## src/rtl/pipe_pkg.sv

```systemverilog
// Shared types and default payload widths for the pipeline stage registers.
// Each constant is the bundle width at one stage boundary.
package pipe_pkg;

    typedef enum logic [1:0] {
        EMPTY = 2'd0,
        ONE   = 2'd1,
        TWO   = 2'd2
    } pipe_state_t;

    localparam int IF_ID_W  = 64;
    localparam int ID_EX_W  = 180;
    localparam int EX_MEM_W = 251;
    localparam int MEM_WB_W = 104;

endpackage

```

## src/rtl/pipe_stage_hs_if.sv

```systemverilog
// Valid/ready/data channel between two pipeline stages.
// The master drives the bundle and the slave answers with ready.
interface pipe_stage_hs_if
    import pipe_pkg::*;
#(
    parameter int WIDTH = EX_MEM_W
);
    logic             valid;
    logic             ready;
    logic [0:WIDTH-1] data;

    modport master (output valid, output data, input ready);
    modport slave  (input valid, input data, output ready);

endinterface

```

## src/rtl/pipe_data_reg.sv

```systemverilog
// Payload register with load enable, synchronous clear and asynchronous reset.
// Clear wins over load so that a squash can never leave stale data behind.
module pipe_data_reg #(
    parameter int WIDTH = 8
) (
    input  logic             clk,
    input  logic             reset,
    input  logic             load,
    input  logic             clear,
    input  logic [0:WIDTH-1] d,
    output logic [0:WIDTH-1] q
);

    always_ff @(posedge clk or posedge reset) begin
        if (reset) begin
            q <= '0;
        end else if (clear) begin
            q <= '0;
        end else if (load) begin
            q <= d;
        end
    end

endmodule

```

## src/rtl/pipe_stage_hs.sv

```systemverilog
// Handshaked pipeline stage register with flush and a saturating stall counter.
// Define PIPE_SKID_EN for a two-entry skid buffer with a registered in_ready.
module pipe_stage_hs
    import pipe_pkg::*;
#(
    parameter int WIDTH        = EX_MEM_W,
    parameter bit CLR_ON_FLUSH = 1'b1,
    parameter int CNT_W        = 16
) (
    input  logic               clk,
    input  logic               reset,
    input  logic               flush,
    pipe_stage_hs_if.slave     up,
    pipe_stage_hs_if.master    down,
    output logic [CNT_W-1:0]   stall_cnt
);

    pipe_state_t      state;
    pipe_state_t      state_n;
    logic             accept;
    logic             load_main;
    logic             clear;
    logic             in_ready;
    logic             out_valid;
    logic [0:WIDTH-1] main_d;
    logic [0:WIDTH-1] main_q;

    assign out_valid  = (state != EMPTY);
    assign accept     = up.valid && in_ready && !flush;
    assign clear      = flush && CLR_ON_FLUSH;
    assign up.ready   = in_ready;
    assign down.valid = out_valid;
    assign down.data  = main_q;

`ifdef PIPE_SKID_EN
    logic             in_ready_q;
    logic             load_skid;
    logic             main_from_skid;
    logic [0:WIDTH-1] skid_q;

    assign in_ready = in_ready_q;
    assign main_d   = main_from_skid ? skid_q : up.data;

    // Ready comes from a flop so the downstream ready never reaches upstream combinationally.
    always_ff @(posedge clk or posedge reset) begin
        if (reset) begin
            in_ready_q <= 1'b1;
        end else begin
            in_ready_q <= (state_n != TWO);
        end
    end

    pipe_data_reg #(.WIDTH(WIDTH)) u_skid_reg (
        .clk   (clk),
        .reset (reset),
        .load  (load_skid),
        .clear (clear),
        .d     (up.data),
        .q     (skid_q)
    );
`else
    assign in_ready = !out_valid || down.ready;
    assign main_d   = up.data;
`endif

    pipe_data_reg #(.WIDTH(WIDTH)) u_main_reg (
        .clk   (clk),
        .reset (reset),
        .load  (load_main),
        .clear (clear),
        .d     (main_d),
        .q     (main_q)
    );

    always_ff @(posedge clk or posedge reset) begin
        if (reset) begin
            state <= EMPTY;
        end else begin
            state <= state_n;
        end
    end

    always_comb begin
        state_n   = state;
        load_main = 1'b0;
`ifdef PIPE_SKID_EN
        load_skid      = 1'b0;
        main_from_skid = 1'b0;
`endif
        case (state)
            EMPTY: begin
                if (accept) begin
                    state_n   = ONE;
                    load_main = 1'b1;
                end
            end
            ONE: begin
                if (accept) begin
`ifdef PIPE_SKID_EN
                    if (down.ready) begin
                        load_main = 1'b1;
                    end else begin
                        state_n   = TWO;
                        load_skid = 1'b1;
                    end
`else
                    load_main = 1'b1;
`endif
                end else if (down.ready) begin
                    state_n = EMPTY;
                end
            end
            TWO: begin
`ifdef PIPE_SKID_EN
                if (down.ready) begin
                    state_n        = ONE;
                    load_main      = 1'b1;
                    main_from_skid = 1'b1;
                end
`else
                state_n = EMPTY;
`endif
            end
            default: state_n = EMPTY;
        endcase
        // Flush squashes both the held entries and this cycle's incoming bundle.
        if (flush) begin
            state_n   = EMPTY;
            load_main = 1'b0;
`ifdef PIPE_SKID_EN
            load_skid = 1'b0;
`endif
        end
    end

    always_ff @(posedge clk or posedge reset) begin
        if (reset) begin
            stall_cnt <= '0;
        end else if (out_valid && !down.ready && (stall_cnt != {CNT_W{1'b1}})) begin
            stall_cnt <= stall_cnt + 1'b1;
        end
    end

endmodule
```

## src/flat_wrapper.sv

```systemverilog
// flat-port wrapper written by rule: the top's interface ports become plain ports
module pipe_stage_hs_flat import pipe_pkg::*;
#(
    parameter int WIDTH        = EX_MEM_W,
    parameter bit CLR_ON_FLUSH = 1'b1,
    parameter int CNT_W        = 16
)
  (clk, reset, flush, stall_cnt, up_valid, up_data, up_ready, down_valid, down_data, down_ready);
  pipe_stage_hs_if #(.WIDTH(WIDTH)) up_i ();
  pipe_stage_hs_if #(.WIDTH(WIDTH)) down_i ();
  input  logic clk;
  input  logic reset;
  input  logic flush;
  output logic [CNT_W-1:0] stall_cnt;
  input wire logic [$bits(up_i.valid)-1:0] up_valid;
  input wire logic [$bits(up_i.data)-1:0] up_data;
  output wire logic [$bits(up_i.ready)-1:0] up_ready;
  output wire logic [$bits(down_i.valid)-1:0] down_valid;
  output wire logic [$bits(down_i.data)-1:0] down_data;
  input wire logic [$bits(down_i.ready)-1:0] down_ready;
  assign up_i.valid = up_valid;
  assign up_i.data = up_data;
  assign up_ready = up_i.ready;
  assign down_valid = down_i.valid;
  assign down_data = down_i.data;
  assign down_i.ready = down_ready;
  pipe_stage_hs #(.WIDTH(WIDTH), .CLR_ON_FLUSH(CLR_ON_FLUSH), .CNT_W(CNT_W)) u_core (.clk(clk), .reset(reset), .flush(flush), .up(up_i), .down(down_i), .stall_cnt(stall_cnt));
endmodule
```

## config.mk

```make
export PLATFORM = sky130hd
export DESIGN_NAME = pipe_stage_hs_flat
export DESIGN_NICKNAME = d
export VERILOG_FILES = /design/src/rtl/pipe_pkg.sv /design/src/rtl/pipe_stage_hs_if.sv /design/src/rtl/pipe_data_reg.sv /design/src/rtl/pipe_stage_hs.sv /design/src/flat_wrapper.sv
export SDC_FILE = /design/constraint.sdc
export NUM_CORES = 1
export LEC_CHECK = 0
export CAP_MARGIN = 20
export CORE_AREA = 2 2 204 206
export CTS_BUF_LIST = sky130_fd_sc_hd__clkbuf_16
export DETAILED_ROUTE_END_ITERATION = 8
export DIE_AREA = 0 0 206 208
export PLACE_DENSITY_LB_ADDON = 0.25
export SLEW_MARGIN = 10
export SYNTH_ARGS = -nofsm -noshare
export SYNTH_HDL_FRONTEND = slang
export SYNTH_HIERARCHICAL = 1
export SYNTH_SLANG_ARGS = --single-unit
```

## constraint.sdc

```tcl
create_clock -name clk -period 20.9 [get_ports clk]
set_input_delay 4.18 -clock clk [delete_from_list [all_inputs] [get_ports clk]]
set_output_delay 4.18 -clock clk [all_outputs]
set_load 0.005 [all_outputs]
```

# Word-level counts from Yosys, hierarchy flattened
# Index checks and enable logic that the tools add are counted.
# word_totals
ff_bits	269
in_bits	256
# classes
addsub	1
n_eq_ne	5
mux	10
n_reduce_logical	13
# ops
op	count
$mux 251	2
$add 16x1->16 const B	1
$ne 16x16->1 const B	1
$mux 2	4
$ne 3x3->1 const B	2
$logic_and 1x1->1	4
$pmux 2 s2	1
$reduce_bool 2->1	2
$logic_not 1->1	3
$mux 1	3
$ne 3x2->1 const B	1
$reduce_and 3->1	1
$eq 2x1->1 const B	1
$logic_not 2->1	1
$reduce_or 2->1	1
$logic_or 1x1->1	1

# Logic depth before layout (Yosys ltp)
# Gate-level depths: netlist (run 1).
# logic_depth
ltp_word	10
mapped_depth	7

# Modules after synthesis
# Netlist (run 1), hierarchy kept.
# modules_own_cells
module	n_inst	cells_per_inst	area_each_um2	seq_area_each_um2
pipe_data_reg	1	810	10188.5	6281.0
pipe_stage_hs	1	83	900.9	425.4

# Least setup slack after synthesis (run 1)
# No wires, ideal clock.
# synth_path
path_type	in2out
start	in down_ready
end	out up_ready
t_arrival_ns	4.511
path_slack_ns	12.209
stages	2
path_cell_list	and2b_1 > inv_1
# synth_via
elab_chain_cells	1
# synth_rtl
element	line_no	text
start, declared	flat_wrapper.sv:20	input wire logic [$bits(down_i.ready)-1:0] down_ready;
$logic_or 1x1->1	pipe_stage_hs.sv:62	assign in_ready = !out_valid || down.ready;
end, declared	flat_wrapper.sv:17	output wire logic [$bits(up_i.ready)-1:0] up_ready;
# Every way passes these cells.

# Worst setup path after layout (run 1)
# Ends and elaborated chain as after synthesis.

==> results of run 1 <==
## area by class of cell
type	instances	area, sq um
Multi-Input combinational cell	565	3920
Clock inverter	20	119
Antenna cell	1	2.50
Inverter	4	22.5
Tap cell	532	666
Clock buffer	35	876
Timing Repair Buffer	531	5310
Sequential cell	268	6710
Fill cell	3849	22900
## state kept, by name, indices dropped and copies added (netlist names)
signal               flops
u_core/u_main_reg/q    251
u_core/stall_cnt        16
u_core/state             1
## critical path, cell delays in order
cell	delay, ps
clkdlybuf4s50_1	440
and2b_1	240
inv_1	110
clkdlybuf4s50_1	500
## layer usage
layer | vias to the layer above | wire length (um) | share of wire | GRT usage
met5 | - | 0 | 0 | 0
met4 | 0 | 977 | 0.027 | 0.0616
met3 | 52 | 3220 | 0.090 | 0.0509
met2 | 355 | 17100 | 0.48 | 0.269
met1 | 4110 | 14300 | 0.40 | 0.194
li1 | 3999 | - | - | -
## worst paths after layout
| path | startpoint | to | slack [ps] |
|---|---|---|---|
| max | down_ready | up_ready | 11240 |
| min | u_core/u_main_reg/q[171] | u_core/u_main_reg/q[171] | 520 |
| max reg2reg | u_core/state[0] | u_core/u_main_reg/q[227] | 17650 |
| min reg2reg | u_core/u_main_reg/q[171] | u_core/u_main_reg/q[171] | 520 |
| max in group asynchronous | reset | u_core/u_main_reg/q[23] | 14550 |
| min in group asynchronous | reset | u_core/u_main_reg/q[164] | 4180 |
## power breakdown
group	switching, mW	total, mW	internal, mW
combinational	0.0779	0.198	0.120
clock	0.220	0.533	0.313
sequential	0.0202	0.567	0.546
## stage by stage
stage | cell area (sq um) | setup WS [ps] | cells | utilization | power, mW
6_report | 17600 | 11240 | 1956 | 0.435 | 1.30
3_3_place_gp | 16600 | 11220 | 1900 | 0.410 | 0.774
5_1_grt | 17600 | 11190 | 1956 | 0.435 | 1.36
4_1_cts | 17600 | 11230 | 1955 | 0.435 | 1.33
2_1_floorplan | 11100 | 9820 | 893 | - | 0.652
3_5_place_dp | 16600 | 11230 | 1900 | 0.410 | 0.777
## kinds of logic after synthesis
family | Yosys count
xor+xnor | 12
simple gates | 297
fa+ha+maj | 1
mux | 255
buf+inv | 60
flops | 268
## synthesized netlist by cell type, drive strengths merged
master and n:
dfrtp 268, nor2 257, mux2i 251, buf 42, clkbuf 14, xor2 11, nand2 9, nor3 7
nand3 6, nand4 6, inv 4, mux2 4, and4 3, nor4 3, nor3b 2, and2 1
and2b 1, and3 1, ha 1, nor4b 1, xnor2 1
==> run_results.csv, run 1 <==
group,metric,value,unit
floorplan,rows,74,
cts,clockBufferDepth,3,
cts,cts_buffers,34,
cts,cts_tree,"done",
floorplan,die-area,42800,sq um
timing,setup_viol,0,
setup_path,r2r_cells,6,
min_path,whs_path_depth,2,
setup_path,crit_type,"primary input to output pin",
setup_path,cp.required,16720,ps
setup_path,critPathMaxFanout,6,
job,maxCapViolCount,0,
synth,muxShareOfSynthArea,0.231,
synth,synthSimpleGateAreaFrac,0.112,
detailed_routing,ant_nets,0,
synth,synth_xor_area_frac,0.00948,
placement,dp_hpwl,24.7,mm
synth,ys_seq_area_frac,0.605,
global_route,gr-total-overflow,0,
detailed_routing,drc,0,
min_path,min_path_type,"flop to flop",
cts,clk_latency,510,ps
global_route,grt_pass1_wl,53.6,mm
detailed_routing,drt-total-wl,35.6,mm
cts,clock_sinks,268,
timing,fin_hold_ws,517,ps
synth,synthCells,893,
floorplan,start_util,0.273,
timing,period_share,0.462,
detailed_routing,wl_per_cell,18.2,um
timing,fin_worst_skew,14.7,ps
setup_path,cp.arrival,5480,ps
global_route,grt_usage,0.161,
timing,rsz0062_at_grt,"false",
synth,synth_compound_area_frac,0,
detailed_routing,drt_pass1_iterations,4,
timing,fin_setup_tns,0,ps
timing,finalMaxSlewViolations,0,
synth,netlist_area,11100,sq um
cts,postCtsSetupBuffers,0,
outcome,outcome,"complete, no violations",
cells_and_area,mostFrequentLayoutCell,"clkdlybuf4s50_1",
placement,routabilityCongestion,0.763,
detailed_routing,via_count,8516,
cts,cts-hold-fix-buffers,0,
cells_and_area,mostFrequentLayoutCells,"523 x clkdlybuf4s50_1, 268 x dfrtp_1, 256 x nor2_1",
timing,fmax,104,MHz
cells_and_area,drive_above_1_share,0.0464,
synth,synth_top_family_by_area,"multiplexers",
cts,cts_htree_levels,2,
synth,ys_types,30,
synth,synth.area.top_cells,"dfrtp_1 60%, mux2i_1 23%, nor2_1 8.7%",
timing,hold_viol,0,
setup_path,critPathLaunchType,"primary input",
detailed_routing,dr.first_iter.drc_count,430,
global_route,grt_pass1_vias,8863,
cells_and_area,num-nets-final,1661,
pwr,p_leak,7.64,nW
cells_and_area,syn2layout_area_growth,59.0,%
synth,synth_seq_cells,268,
pwr,ir_worst_vdd,0.0464,mV
timing,tightest_slew,1100,ps
timing,max_slew_margin,0.265,
pwr,power_density,73.6,nW/um^2
synth,syn-num-nets,1150,
floorplan,die_h,208,um
global_route,grt_start_max_net_pins,133,
floorplan,dieWidth,206,um
cts,path_clk_slew,50,ps
timing,fin_crit,9660,ps
cts,cts-root-buf,"clkbuf_16",
floorplan,coreArea,40600,sq um
synth,yosys_warnings,6,
floorplan,io_pins,525,
synth,synth.top_cell.area_share,0.605,
synth,synthAdderAreaFrac,0.00113,
detailed_routing,viasPerCell,4.35,
global_route,antenna_found_initial,1,
placement,portBuffers,524,
setup_path,end_kind,"output pin",
synth,syn_area_per_cell,12.4,sq um
cts,cts-resized-gates,0,
synth,synth_area_leader_cell,"dfrtp_1",
Power figures use the tool's default switching activity.
==> inputs of run 2 (changes only) <==
==> constraint.sdc (replaced) <==
create_clock -name clk -period 8 [get_ports clk]
set_input_delay 1.6 -clock clk [delete_from_list [all_inputs] [get_ports clk]]
set_output_delay 1.6 -clock clk [all_outputs]
set_load 0.005 [all_outputs]
==> run_results.csv, run 2 (synthesis gave the netlist of run 1 again) <==
group,metric,value,unit
setup_path,end_kind,"output pin",
cts,postCtsSetupBuffers,0,
timing,max_slew_margin,0.264,
setup_path,cpPeakStageDelay,500,ps
min_path,min_path_type,"flop to flop",
timing,hold_viol,0,
timing,fin_crit,4510,ps
setup_path,critPathLaunchType,"primary input",
setup_path,worst-path-buf-inv,3,
pwr,power_density,192,nW/um^2
floorplan,coreArea,40600,sq um
timing,rsz0062_at_grt,"false",
timing,fin_setup_tns,0,ps
placement,dp_hpwl,24.6,mm
cells_and_area,mostFrequentLayoutCell,"clkdlybuf4s50_1",
cells_and_area,largestRegisters,"u_core/u_main_reg/q (251), u_core/stall_cnt (16), u_core/state (1)",
cells_and_area,multi_input_comb_area,3920,sq um
cells_and_area,mostFrequentLayoutCells,"523 x clkdlybuf4s50_1, 268 x dfrtp_1, 256 x nor2_1",
global_route,grt_pass1_vias,8656,
global_route,grt_usage,0.158,
detailed_routing,viasPerCell,4.33,
cells_and_area,syn2layout_area_growth,58.9,%
timing,period_share,0.563,
floorplan,die-area,42800,sq um
timing,fin_hold_ws,516,ps
timing,fmax,222,MHz
cells_and_area,regArea,6710,sq um
detailed_routing,drt-total-wl,35.6,mm
global_route,antenna_found_initial,0,
detailed_routing,dr.first_iter.drc_count,357,
timing,finalMaxSlewViolations,0,
cts,cts-root-buf,"clkbuf_16",
cells_and_area,largest-register,"u_core/u_main_reg/q",
pwr,p_leak,7.63,nW
detailed_routing,via_count,8458,
cts,cts_tree,"done",
cts,cts_buffers,31,
timing,tightest_slew,1100,ps
setup_path,cp_common_cell,"clkdlybuf4s50_1",
cts,path_clk_slew,50,ps
floorplan,start_util,0.273,
setup_path,crit_chain,"clkdlybuf4s50_1 > and2b_1 > inv_1 > clkdlybuf4s50_1",
outcome,outcome,"complete, no violations",
job,maxCapViolCount,0,
cts,cts_htree_levels,1,
global_route,grt_start_max_net_pins,153,
detailed_routing,drc,0,
cts,clockBufferDepth,3,
detailed_routing,drt_pass1_iterations,5,
placement,portBuffers,524,
floorplan,io_pins,525,
setup_path,critPathMaxFanout,6,
detailed_routing,wl_per_cell,18.2,um
global_route,gr-total-overflow,0,
timing,setup_viol,0,
global_route,grt_pass1_wl,52.8,mm
setup_path,crit_cells,4,
cells_and_area,fillers,3862,
floorplan,dieWidth,206,um
cells_and_area,largest_reg_flops,251,
setup_path,cp.required,6400,ps
floorplan,rows,74,
detailed_routing,ant_nets,0,
cts,cts-hold-fix-buffers,0,
pwr,ir_worst_vdd,0.163,mV
floorplan,die_h,208,um
placement,routabilityCongestion,0.778,
setup_path,crit_type,"primary input to output pin",
setup_path,r2r_cells,5,
cells_and_area,drive_above_1_share,0.0408,
setup_path,cp.arrival,2910,ps
setup_path,crit_slowest_cell,"clkdlybuf4s50_1",
cts,clk_latency,570,ps
min_path,whs_path_depth,2,
cts,cts-resized-gates,0,
cells_and_area,num-nets-final,1657,
cts,clock_sinks,268,
setup_path,path_delay_family,"buffers and inverters",
timing,fin_worst_skew,17.7,ps
-- run 2: worst paths after layout --
check | end | from | slack (ps)
worst max-delay path | up_ready | down_ready | 3490
worst min-delay path | u_core/u_main_reg/q[54] | u_core/u_main_reg/q[54] | 520
worst max register to register | u_core/u_main_reg/q[230] | u_core/state[0] | 5600
worst min register to register | u_core/u_main_reg/q[54] | u_core/u_main_reg/q[54] | 520
max in group asynchronous | u_core/u_main_reg/q[66] | reset | 5040
min in group asynchronous | u_core/stall_cnt[9] | reset | 1530
-- run 2: tightest hold or removal path, delay by kind of cell, from the launching register on --
family	cells	cell delay, ps
multiplexers	1	70
AND/OR/NAND/NOR	1	80
flip-flops	1	330
-- run 2: cell type report --
class | count | area share
flip-flops and latches | 268 | 0.381
repair buffers | 530 | 0.303
multi-input cells | 565 | 0.223
clock buffers | 31 | 0.0440
well taps | 532 | 0.0378
clock inverters | 22 | 0.0110
inverters | 4 | 0.00107
diodes | 1 | 0.000142
-- run 2: per-stage QoR --
stage	worst slack, ps	util	cells	power (mW)	instance area, sq um
floorplan	3100	-	893	1.70	11100
global placement	3480	0.410	1899	2.02	16600
detailed placement	3490	0.410	1899	2.03	16600
finish	3490	0.434	1953	3.38	17600
CTS	3480	0.434	1952	3.44	17600
global route	3460	0.434	1952	3.54	17600
-- run 2: layer usage --
layer	wire, um	GRT usage	vias up
met3	3100	0.0443	42
met4	704	0.0443	0
li1	-	-	3990
met1	14400	0.193	4073
met2	17400	0.269	353
met5	0	0	-
-- run 2: power by group --
part           total [mW]  leakage (nW)  switching [mW]  internal [mW]
Clock                1.38         0.513           0.561          0.820
Combinational       0.518          3.48           0.203          0.315
Sequential           1.48          3.64          0.0529           1.43
==> inputs of run 3 (changes only) <==
==> constraint.sdc (replaced) <==
create_clock -name clk -period 4.55 [get_ports clk]
set_input_delay 0.91 -clock clk [delete_from_list [all_inputs] [get_ports clk]]
set_output_delay 0.91 -clock clk [all_outputs]
set_load 0.005 [all_outputs]
==> run_results.csv, run 3 (synthesis gave the netlist of run 1 again) <==
group,metric,value,unit
outcome,outcome,"complete, no violations",
timing,tightest_slew,1030,ps
cells_and_area,largestRegisters,"u_core/u_main_reg/q (251), u_core/stall_cnt (16), u_core/state (1)",
timing,max_slew_margin,0.314,
global_route,grt_usage,0.162,
setup_path,critPathLaunchType,"primary input",
cts,cts_buffers,31,
cts,cts_htree_levels,1,
cts,clockBufferDepth,3,
cts,cts-root-buf,"clkbuf_16",
setup_path,regToRegStartpoint,"u_core/state[0]",
setup_path,critPathMaxFanout,6,
setup_path,crit_type,"primary input to output pin",
cells_and_area,largest-register,"u_core/u_main_reg/q",
timing,finalMaxSlewViolations,0,
global_route,antenna_found_initial,1,
cts,clock_sinks,268,
setup_path,crit_slowest_cell,"clkdlybuf4s50_1",
floorplan,io_pins,525,
global_route,grt_pass1_vias,9033,
pwr,power_density,327,nW/um^2
placement,pre_cts_ws,1310,ps
setup_path,cp.arrival,2230,ps
floorplan,die_h,208,um
pwr,ir_worst_vdd,0.271,mV
floorplan,rows,74,
setup_path,cp.required,3640,ps
timing,rsz0062_at_grt,"false",
detailed_routing,viasPerCell,4.35,
setup_path,crit_path_start,"down_ready",
cells_and_area,fillers,3858,
cts,postCtsSetupBuffers,0,
placement,routabilityCongestion,0.768,
timing,fmax,319,MHz
placement,dp_hpwl,25.8,mm
min_path,worstHoldStart,"u_core/u_main_reg/q[46]",
job,maxCapViolCount,0,
setup_path,end_kind,"output pin",
cells_and_area,mostFrequentLayoutCell,"clkdlybuf4s50_1",
timing,setup_slack,1410,ps
cells_and_area,num-nets-final,1670,
min_path,min_path_type,"flop to flop",
cells_and_area,final_area,17700,sq um
cells_and_area,mostFrequentLayoutCells,"523 x clkdlybuf4s50_1, 268 x dfrtp_1, 256 x nor2_1",
setup_path,cpPeakStageDelay,510,ps
cts,cts-resized-gates,0,
detailed_routing,dr.first_iter.drc_count,359,
detailed_routing,via_count,8549,
detailed_routing,drt-total-wl,36.0,mm
placement,place_area,16800,sq um
detailed_routing,drt_pass1_iterations,4,
placement,portBuffers,524,
cts,cts_tree,"done",
timing,setup_viol,0,
cells_and_area,largest_reg_flops,251,
detailed_routing,drc,0,
cells_and_area,syn2layout_area_growth,59.6,%
cts,path_clk_slew,60,ps
detailed_routing,wl_per_cell,18.3,um
timing,fin_setup_tns,0,ps
detailed_routing,ant_nets,0,
global_route,grt_start_max_net_pins,91,
global_route,gr-total-overflow,0,
floorplan,start_util,0.273,
timing,hold_viol,0,
setup_path,crit_chain,"clkdlybuf4s50_1 > and2b_1 > inv_1 > clkdlybuf4s50_1",
pwr,p_leak,7.66,nW
timing,period_share,0.690,
cts,clk_latency,560,ps
floorplan,dieWidth,206,um
floorplan,die-area,42800,sq um
timing,fin_worst_skew,7.02,ps
setup_path,cp_common_cell,"clkdlybuf4s50_1",
timing,fin_crit,3140,ps
cts,cts-hold-fix-buffers,0,
global_route,grt_pass1_wl,54.6,mm
floorplan,coreArea,40600,sq um
cells_and_area,drive_above_1_share,0.0502,
==> run 3: final cells by class <==
cell class                 count  area (sq um)  share of cell area
clock buffer                  31           776              0.0438
clock inverter                22           128             0.00721
multi-input combinational    565          3920               0.222
tap                          532           666              0.0376
timing repair buffer         543          5480               0.309
sequential                   268          6710               0.379
antenna                        1          2.50            0.000141
inverter                       4          18.8             0.00106
==> run 3: worst paths after layout <==
path                                                  to  slack, ps  cells past startpoint
worst min-delay path             u_core/u_main_reg/q[46]        510                      2
worst min register to register   u_core/u_main_reg/q[46]        510                      2
worst max-delay path                            up_ready       1410                      4
max in group asynchronous       u_core/u_main_reg/q[112]       2750                      3
min in group asynchronous            u_core/stall_cnt[6]        850                      2
worst max register to register  u_core/u_main_reg/q[100]       2330                      6
==> run 3: per-layer routing <==
layer	GRT usage	vias to the layer above	share of wire
met5	0	-	0
met1	0.200	4141	0.40
met4	0.0522	0	0.028
li1	-	4023	-
met3	0.0450	57	0.086
met2	0.272	328	0.48
==> run 3: critical path: cells and delay by family <==
kind          cells  cell delay [ps]
buf+inv           3             1070
simple gates      1              240
==> run 3: report_power, final <==
part	total [mW]	leakage [nW]	internal, mW	switching [mW]
logic	0.924	3.56	0.561	0.363
clock network	2.26	0.463	1.28	0.983
registers	2.60	3.64	2.51	0.0947
==> run 3: through the flow <==
step,power [mW],util,cells,hold slack (ps)
finish,5.79,0.436,1966,515
global route,6.06,0.436,1966,542
CTS,5.89,0.436,1965,523
detailed placement,3.58,0.414,1912,508
global placement,3.57,0.414,1912,500
floorplan,3.00,-,893,507
